==> src/rtl/config_stream_pkg.sv <==
// Shared constants, state encoding and the desync-word helper used by the
// configuration stream transmitter.
package config_stream_pkg;

    localparam logic [31:0] SYNC_WORD = 32'hFAB0_FAB1;

    typedef enum logic [1:0] {
        ST_IDLE   = 2'd0,
        ST_SYNCED = 2'd1,
        ST_DATA   = 2'd2
    } stream_state_t;

    // The desync word is all zeros except the header's desync flag bit.
    function automatic logic [31:0] desync_word(input int unsigned flag);
        logic [31:0] w;
        w = '0;
        w[flag[4:0]] = 1'b1;
        return w;
    endfunction

endpackage

==> src/rtl/config_word_slot.sv <==
// Single-entry output register: holds a word (and its last-of-frame tag)
// until the downstream port accepts it.
module config_word_slot (
    input  logic        CLK,
    input  logic        Reset,
    input  logic        load,
    input  logic [31:0] load_data,
    input  logic        load_last,
    input  logic        OutReady,
    output logic [31:0] WriteData,
    output logic        WriteStrobe,
    output logic        slot_free,
    output logic        FrameDone
);

    logic [31:0] data_reg;
    logic        strobe_reg;
    logic        last_reg;

    assign slot_free   = !strobe_reg || OutReady;
    assign WriteData   = data_reg;
    assign WriteStrobe = strobe_reg;
    assign FrameDone   = strobe_reg && OutReady && last_reg;

    always_ff @(posedge CLK) begin
        if (Reset) begin
            data_reg   <= '0;
            strobe_reg <= 1'b0;
            last_reg   <= 1'b0;
        end else if (slot_free) begin
            if (load) begin
                data_reg   <= load_data;
                strobe_reg <= 1'b1;
                last_reg   <= load_last;
            end else begin
                // Data is left as-is; only the valid and tag are cleared.
                strobe_reg <= 1'b0;
                last_reg   <= 1'b0;
            end
        end
    end

endmodule

==> src/rtl/config_stream_tx.sv <==
// Frame sequencer: emits the sync word once per session, then a header and
// NumberOfRows data words per frame, and a desync word to close the session.
import config_stream_pkg::*;

module config_stream_tx #(
    parameter int NumberOfRows    = 16,
    parameter int FrameBitsPerRow = 32,
    parameter int desync_flag     = 20
) (
    input  logic                       CLK,
    input  logic                       Reset,
    input  logic                       FrameValid,
    input  logic [FrameBitsPerRow-1:0] FrameAddress,
    output logic                       FrameReady,
    input  logic                       DataValid,
    input  logic [31:0]                DataWord,
    output logic                       DataReady,
    input  logic                       EndSession,
    output logic [31:0]                WriteData,
    output logic                       WriteStrobe,
    input  logic                       OutReady,
    output logic                       Synced,
    output logic                       FrameDone
);

    localparam int RowBits = $clog2(NumberOfRows + 1);
    localparam logic [RowBits-1:0] RowsInit = RowBits'(NumberOfRows);
    localparam logic [RowBits-1:0] RowOne   = RowBits'(1);

    stream_state_t      state_reg;
    logic [RowBits-1:0] row_count_reg;

    logic        slot_free;
    logic        load;
    logic [31:0] load_data;
    logic        load_last;
    logic [31:0] header_word;

    // Header is the frame address fitted to 32 bits with the desync bit
    // cleared, so a header can never be mistaken for a desync command.
    generate
        for (genvar gi = 0; gi < 32; gi++) begin : g_header
            if (gi == desync_flag || gi >= FrameBitsPerRow) begin : g_zero
                assign header_word[gi] = 1'b0;
            end else begin : g_pass
                assign header_word[gi] = FrameAddress[gi];
            end
        end
    endgenerate

    always_comb begin
        load       = 1'b0;
        load_data  = '0;
        load_last  = 1'b0;
        FrameReady = 1'b0;
        DataReady  = 1'b0;
        case (state_reg)
            ST_IDLE: begin
                if (FrameValid && slot_free) begin
                    load      = 1'b1;
                    load_data = SYNC_WORD;
                end
            end
            ST_SYNCED: begin
                if (FrameValid && slot_free) begin
                    load       = 1'b1;
                    load_data  = header_word;
                    FrameReady = 1'b1;
                end else if (EndSession && slot_free) begin
                    load      = 1'b1;
                    load_data = desync_word(desync_flag);
                end
            end
            ST_DATA: begin
                if (DataValid && slot_free) begin
                    load      = 1'b1;
                    load_data = DataWord;
                    load_last = (row_count_reg == RowOne);
                    DataReady = 1'b1;
                end
            end
            default: ;
        endcase
    end

    always_ff @(posedge CLK) begin
        if (Reset) begin
            state_reg     <= ST_IDLE;
            row_count_reg <= '0;
        end else begin
            case (state_reg)
                ST_IDLE: begin
                    if (FrameValid && slot_free)
                        state_reg <= ST_SYNCED;
                end
                ST_SYNCED: begin
                    if (FrameValid && slot_free) begin
                        state_reg     <= ST_DATA;
                        row_count_reg <= RowsInit;
                    end else if (EndSession && slot_free) begin
                        state_reg <= ST_IDLE;
                    end
                end
                ST_DATA: begin
                    if (DataValid && slot_free) begin
                        if (row_count_reg == RowOne) begin
                            state_reg     <= ST_SYNCED;
                            row_count_reg <= '0;
                        end else begin
                            row_count_reg <= row_count_reg - RowOne;
                        end
                    end
                end
                default: state_reg <= ST_IDLE;
            endcase
        end
    end

    assign Synced = (state_reg != ST_IDLE);

    config_word_slot u_slot (
        .CLK         (CLK),
        .Reset       (Reset),
        .load        (load),
        .load_data   (load_data),
        .load_last   (load_last),
        .OutReady    (OutReady),
        .WriteData   (WriteData),
        .WriteStrobe (WriteStrobe),
        .slot_free   (slot_free),
        .FrameDone   (FrameDone)
    );

endmodule

==> config.mk <==
export PLATFORM = sky130hd
export DESIGN_NAME = config_stream_tx
export DESIGN_NICKNAME = d
export VERILOG_FILES = /design/src/rtl/config_stream_pkg.sv /design/src/rtl/config_word_slot.sv /design/src/rtl/config_stream_tx.sv
export SDC_FILE = /design/constraint.sdc
export NUM_CORES = 1
export LEC_CHECK = 0
export ABC_AREA = 1
export CORE_MARGIN = 8
export CORE_UTILIZATION = 44
export CTS_CLUSTER_SIZE = 14
export DETAILED_ROUTE_END_ITERATION = 6
export GPL_TIMING_DRIVEN = 1
export PLACE_DENSITY = 0.8
export SYNTH_ARGS = -nofsm -noshare
export SYNTH_HDL_FRONTEND = slang
export SYNTH_SLANG_ARGS = --single-unit
==> constraint.sdc <==
create_clock -name CLK -period 1.69 [get_ports CLK]
set_clock_uncertainty 0.2 [all_clocks]
set_input_delay 0.338 -clock CLK [delete_from_list [all_inputs] [get_ports CLK]]
set_output_delay 0.338 -clock CLK [all_outputs]
set_load 0.005 [all_outputs]
# Yosys cells after proc, flatten, opt, wreduce, memory -nomap -nowiden
# Index checks and enable logic that the tools add are counted.
[totals] output_inout_bits=37 in_bits=70 ff_bits=41 word_cells=53
[classes] n_eq_ne=8 n_reduce_logical=13 n_addsub=1 muxes=26
[op_table] cell="two-way mux 32 bit" n=3
[op_table] cell="one-hot mux 32 bit (3 select lines)" n=1
[op_table] cell="two-way mux 21 bit" n=1
[op_table] cell="two-way mux 5 bit" n=3
[op_table] cell="two-way mux 1 bit" n=10
[op_table] cell="two-way mux 2 bit" n=5
[op_table] cell="one-hot mux 5 bit (2 select lines)" n=1
[op_table] cell="!= test 2 bit, second input constant" n=4
[op_table] cell="one-hot mux 2 bit (3 select lines)" n=1
[op_table] cell="== test 5 x 1 -> 1 bit, second input constant" n=1
[op_table] cell="logical AND 1 bit" n=5
[op_table] cell="subtractor 5 x 1 -> 5 bit, second input constant" n=1
[op_table] cell="AND reduction 4 bit" n=1
[op_table] cell="nonzero test 2 bit" n=2
[op_table] cell="!= test 3 bit, second input constant" n=1
[op_table] cell="one-hot mux 1 bit (3 select lines)" n=1
[op_table] cell="AND reduction 3 bit" n=1
[op_table] cell="== test 2 x 1 -> 1 bit, second input constant" n=1
[op_table] cell="== test 2 bit, second input constant" n=1
[op_table] cell="zero test 2 bit" n=1
[op_table] cell="AND reduction 2 bit" n=1
[op_table] cell="zero test 1 bit" n=1
[op_table] cell="logical OR 1 bit" n=1

# Longest topological paths before layout
# Gate-level depths: netlist of run 1.
[logic_depth] ltp_word=7 ltp_mapped=9 depth_no_buf=8

# Cells and area by module
# Synthesis of run 1 repeated with hierarchy kept, for this count alone.
[hier_totals] hier_cells=359 area_unflattened_um2=2376.0
[by_module_without_submodules] module="config_word_slot" instances=1 cells_per_inst=223 seq_area_each_um2=680.7 area_per_inst_um2=1525.2
[by_module_without_submodules] module="config_stream_tx" instances=1 cells_per_inst=136 seq_area_each_um2=140.1 area_per_inst_um2=850.8

# Worst setup path after synthesis of run 1
# No wires, ideal clock.
[synth_path] kind="register -> output" start="reg state_reg[1]" end="out DataReady" t_required_ns=1.152 path_stages_with_launch=7 arrival_time_ns=1.014 slack_ns=0.138 path_buffers=2 path_cell_list="dfxtp_1 inv_2 nor2_4 nand3_2 buf_6 buf_6 inv_1"
[synth_via] elab_chain_cells=2
[synth_lines] item="from (decl)" line="config_stream_tx.sv:30" rtl="stream_state_t state_reg;"
[synth_lines] item="from (signal assigned)" line="config_stream_tx.sv:88" rtl="state_reg <= ST_IDLE;"
[synth_lines] item="from (signal assigned)" line="config_stream_tx.sv:94" rtl="state_reg <= ST_SYNCED;"
[synth_lines] item="from (signal assigned)" line="config_stream_tx.sv:98" rtl="state_reg <= ST_DATA;"
[synth_lines] item="== test 2 bit" line="config_stream_tx.sv:57" rtl="case (state_reg)"
[synth_lines] item="two-way mux 1 bit" line="config_stream_tx.sv:57"
[synth_lines] item="to (decl)" line="config_stream_tx.sv:17" rtl="output logic DataReady,"
# Every way passes these cells.

# Final worst setup path of run 1
[layout_path] start="in FrameValid" end="reg u_slot.strobe_reg, in the netlist u_slot.WriteStrobe"
[layout_via] elab_chain_cells=4 word_cells_on_any_way=5 cone_classes="4 x mux; 1 x reduce/logical"
[layout_lines] item="from (decl)" line="config_stream_tx.sv:12" rtl="input logic FrameValid,"
[layout_lines] item="logical AND 1 bit *" line="config_stream_tx.sv:59, config_stream_tx.sv:65"
[layout_lines] item="two-way mux 1 bit, on equally long branches" line="config_stream_tx.sv:65, config_stream_tx.sv:59"
[layout_lines] item="one-hot mux 1 bit (3 select lines) *" line="config_stream_tx.sv:57"
[layout_lines] item="two-way mux 1 bit *" line="config_word_slot.sv:31" rtl="if (load) begin"
[layout_lines] item="to (signal assigned)" line="config_word_slot.sv:28" rtl="strobe_reg <= 1'b0;"
[layout_lines] item="to (signal assigned)" line="config_word_slot.sv:33" rtl="strobe_reg <= 1'b1;"
[layout_lines] item="to (signal assigned)" line="config_word_slot.sv:37" rtl="strobe_reg <= 1'b0;"
[layout_lines] item="to (decl)" line="config_word_slot.sv:17" rtl="logic strobe_reg;"
# Every way passes the cells marked *; elsewhere a longest branch is shown, timed or not.
# A chain may end at the register's enable or synchronous reset.

==> impl_metrics.env, run 1 <==
export IMPL_maxSlewHeadroom=0.7596
export IMPL_yosysTopAreaCell="dfxtp_1"
export IMPL_synth_xor_area_frac=0
export IMPL_drtIter0Drc=195
export IMPL_dp_cells=623
export IMPL_synthCells=450
export IMPL_route_detailed_drc=0
export IMPL_finalWorstSetupSlack_ns=-0.04186
export IMPL_initial_core_util=0.4463
export IMPL_grt_usage=0.2013
export IMPL_cts_made_buffers=5
export IMPL_holdPathStages=2
export IMPL_required_ns=1.68
export IMPL_clock_latency_ns=0.29
export IMPL_reg2reg_slack_ns=-0.02
export IMPL_die_x_um=95.33
export IMPL_synth_ff_type="dfxtp_1"
export IMPL_synth_top_area_share=0.2964
export IMPL_min_path_type="flip-flop to flip-flop"
export IMPL_r2r_end="u_slot.WriteStrobe$_SDFFE_PP0N_"
export IMPL_final_antenna_net_count=0
export IMPL_crit_top_cell="buf_6"
export IMPL_die_area_mm2=0.009088
export IMPL_ys_types=27
export IMPL_violations="setup timing"
export IMPL_cts_root_buf="clkbuf_8"
export IMPL_die_height_um=95.33
export IMPL_grt_pass1_wl_mm=14.91
export IMPL_diodes=0
export IMPL_clk_pin_slew_ns=0.07
export IMPL_muxShareOfSynthArea=0
export IMPL_crit_chain="clkdlybuf4s50_1 > buf_6 > o211ai_4 > nand3_4 > buf_6 > o21ai_2 > inv_1"
export IMPL_r2r_cells=9
export IMPL_drt_wl_total_mm=9.736
export IMPL_cts_sinks=41
export IMPL_num_rows=29
export IMPL_grt_antenna_before_repair=0
export IMPL_post_route_period_util=1.025
export IMPL_synth_common_cells="nor2_1, nand3_1, nand2_1, inv_1, nand4_1"
export IMPL_status="complete, but fails checks"
export IMPL_layout_drive_gt1_share=0.1649
export IMPL_synth_ff_latch_count=41
export IMPL_synth_edf_count=0
export IMPL_fmax_mhz=577.4
export IMPL_critical_path_buf_inv_count=4
export IMPL_min_to="row_count_reg[1]$_SDFFE_PP0P_"
export IMPL_worstHoldStart="row_count_reg[1]$_SDFFE_PP0P_"
export IMPL_critPathMaxStageDelay_ns=0.46
export IMPL_min_period_ns=1.732
export IMPL_cp_end_kind="flip-flop"
export IMPL_dp_hpwl_mm=6.463
export IMPL_reg2reg_from="u_slot.WriteStrobe$_SDFFE_PP0N_"
export IMPL_fin_tns_setup_ns=-0.3119
export IMPL_max_vdd_ir_drop_mv=0.4038
export IMPL_final_nets=636
export IMPL_finalHoldViolCount=0
export IMPL_instances_no_fill=641
export IMPL_critPathArrivalTime_ns=1.72
export IMPL_yosysSeqAreaShare=0.2964
export IMPL_finalSetupViolations=14
export IMPL_p_leak_nw=2.221
export IMPL_drv_cap=0
export IMPL_worst_pin_slew_ns=0.3605
export IMPL_clockBufferDepth=2
export IMPL_fillCellCount=528
export IMPL_rsz0062_at_grt="yes"
export IMPL_syn_cell_area_mm2=0.002769
export IMPL_core_area_mm2=0.006205
export IMPL_crit_fanout=5
export IMPL_ys_warnings_count=0
export IMPL_seqCellArea_um2=833.3
export IMPL_io_buffers=105
export IMPL_largest_reg_flops=32
export IMPL_path_class="input port to flip-flop"
export IMPL_critical_path_top_delay_family="buffers and inverters"
export IMPL_pin_count=107
export IMPL_synth_most_common_cell="nor2_1"
export IMPL_overflow=0
export IMPL_worst_path_max_delay_cell="clkdlybuf4s50_1"
export IMPL_drtPass1Iterations=5
export IMPL_vias=3403
export IMPL_grt_pass1_vias=3198
export IMPL_syn_nets=522
export IMPL_synthAdderAreaFrac=0.009038
export IMPL_ys_top_cells_by_area="dfxtp_1, nor2_1, nand3_1, nand4_1, nand2_1"
export IMPL_wl_per_cell_um=15.19
export IMPL_cts_htree_levels=2
export IMPL_synth_top_family_by_area="simple AND/OR/NAND/NOR gates"
export IMPL_multi_input_area_mm2=0.001563
export IMPL_finalCoreUtilization=0.7014
export IMPL_grt_start_max_net_pins=37
export IMPL_synth_compound_area_frac=0.02711
export IMPL_synthToLayoutAreaGrowth_pct=57.16
export IMPL_gp_congestion=0.8403
export IMPL_async_flop_share=0
export IMPL_synth_simple_gate_area_frac=0.5016
export IMPL_via_per_inst=5.309
export IMPL_power_density_mw_per_mm2=871.7
export IMPL_p_total_w=0.003793
export IMPL_drv_slew=0
export IMPL_avgSynthCellArea_um2=6.153
export IMPL_startpoint_type="input port"
export IMPL_cts_tree="yes"
-- layout by cell type (no fill, tap or decap), types with 7 or more instances in the layout --
master,synthesis,routed
nand3_1,69,69
inv_2,2,10
inv_1,61,50
dlymetal6s2s_1,0,17
dfxtp_1,41,35
dlygate4sd2_1,0,16
a21oi_1,7,7
nand4_1,51,51
buf_6,5,9
clkdlybuf4s50_1,0,68
nand2_1,67,57
buf_4,6,18
buf_12,0,7
nor2_1,98,92
-- routing by layer --
layer  vias to the layer above  track usage  part of all wire
met5                         -            0                 0
met4                         0      0.06242             0.012
met3                         9      0.04961             0.084
met2                       131       0.3412              0.48
met1                      1585       0.2443              0.43
li1                       1678            -                 -
-- what timing repair did --
| action | CTS | global route |
|---|---|---|
| resized for setup | 45 | 70 |
| pin swaps | 3 | 18 |
| setup endpoints to repair | 58 | 56 |
| buffers inserted | 2 | 6 |
| hold buffers | 0 | 0 |
| gates cloned | 1 | 2 |
-- how the worst max path moves through the flow --
stage                              start                                to  slack (ns)  cells past startpoint
3_3_place_gp                    OutReady                        FrameReady       -0.53                      6
5_1_grt                       FrameValid  u_slot.WriteData[2]$_SDFFE_PP0P_       -0.11                      8
2_1_floorplan  state_reg[1]$_SDFFE_PP0P_                         DataReady        0.14                      6
4_1_cts        state_reg[0]$_SDFFE_PP0P_                        FrameReady       -0.08                      5
6_report                      FrameValid   u_slot.WriteStrobe$_SDFFE_PP0N_       -0.04                      7
3_5_place_dp                    OutReady                        FrameReady       -0.53                      6
-- final cells by class --
cell class / count / share of cell area
clock buffer: 7 / 0.01984
inverter: 65 / 0.05980
multi-input combinational: 309 / 0.3591
sequential: 41 / 0.1915
tap: 77 / 0.02214
timing repair buffer: 141 / 0.3459
timing repair inverter: 1 / 0.001725
-- cell families after synthesis --
family,after synthesis
AOI/OAI and AO/OA,11
and+or+nand+nor,296
buffers and inverters,100
DFF,41
adders and majority gates,2
-- power breakdown --
group	switching, W	internal, W
clock network	0.000322	0.000324
registers	0.000107	0.00115
logic	0.000963	0.000925
total	0.00139	0.00240
-- worst register-to-register path, cell delays in order, from the launching register on --
cell and delay (ns):
dfxtp_2 0.35, buf_6 0.11, nand2_4 0.06, buf_8 0.14
buf_12 0.13, o211ai_4 0.12, nand3_4 0.19, buf_6 0.18
o21ai_2 0.10, inv_1 0.04
-- per-stage QoR --
step                      cell area [µm²]  hold WS (ns)  worst slack [ns]
after floorplan                      2769        0.2071            0.1380
after detailed placement             3949        0.2731           -0.5308
after global placement               3949        0.2646           -0.5322
final                                4352        0.2816          -0.04186
after global routing                 4352        0.2985           -0.1080
after CTS                            4088        0.2830          -0.07777
Power figures use the tool's default switching activity.
==> run 2, diff against run 1 <==
Settings changed: GPL_TIMING_DRIVEN 1 to unset.
==> results of run 2 <==
No change in the layout: final DEF, timing and power equal those of run 1.
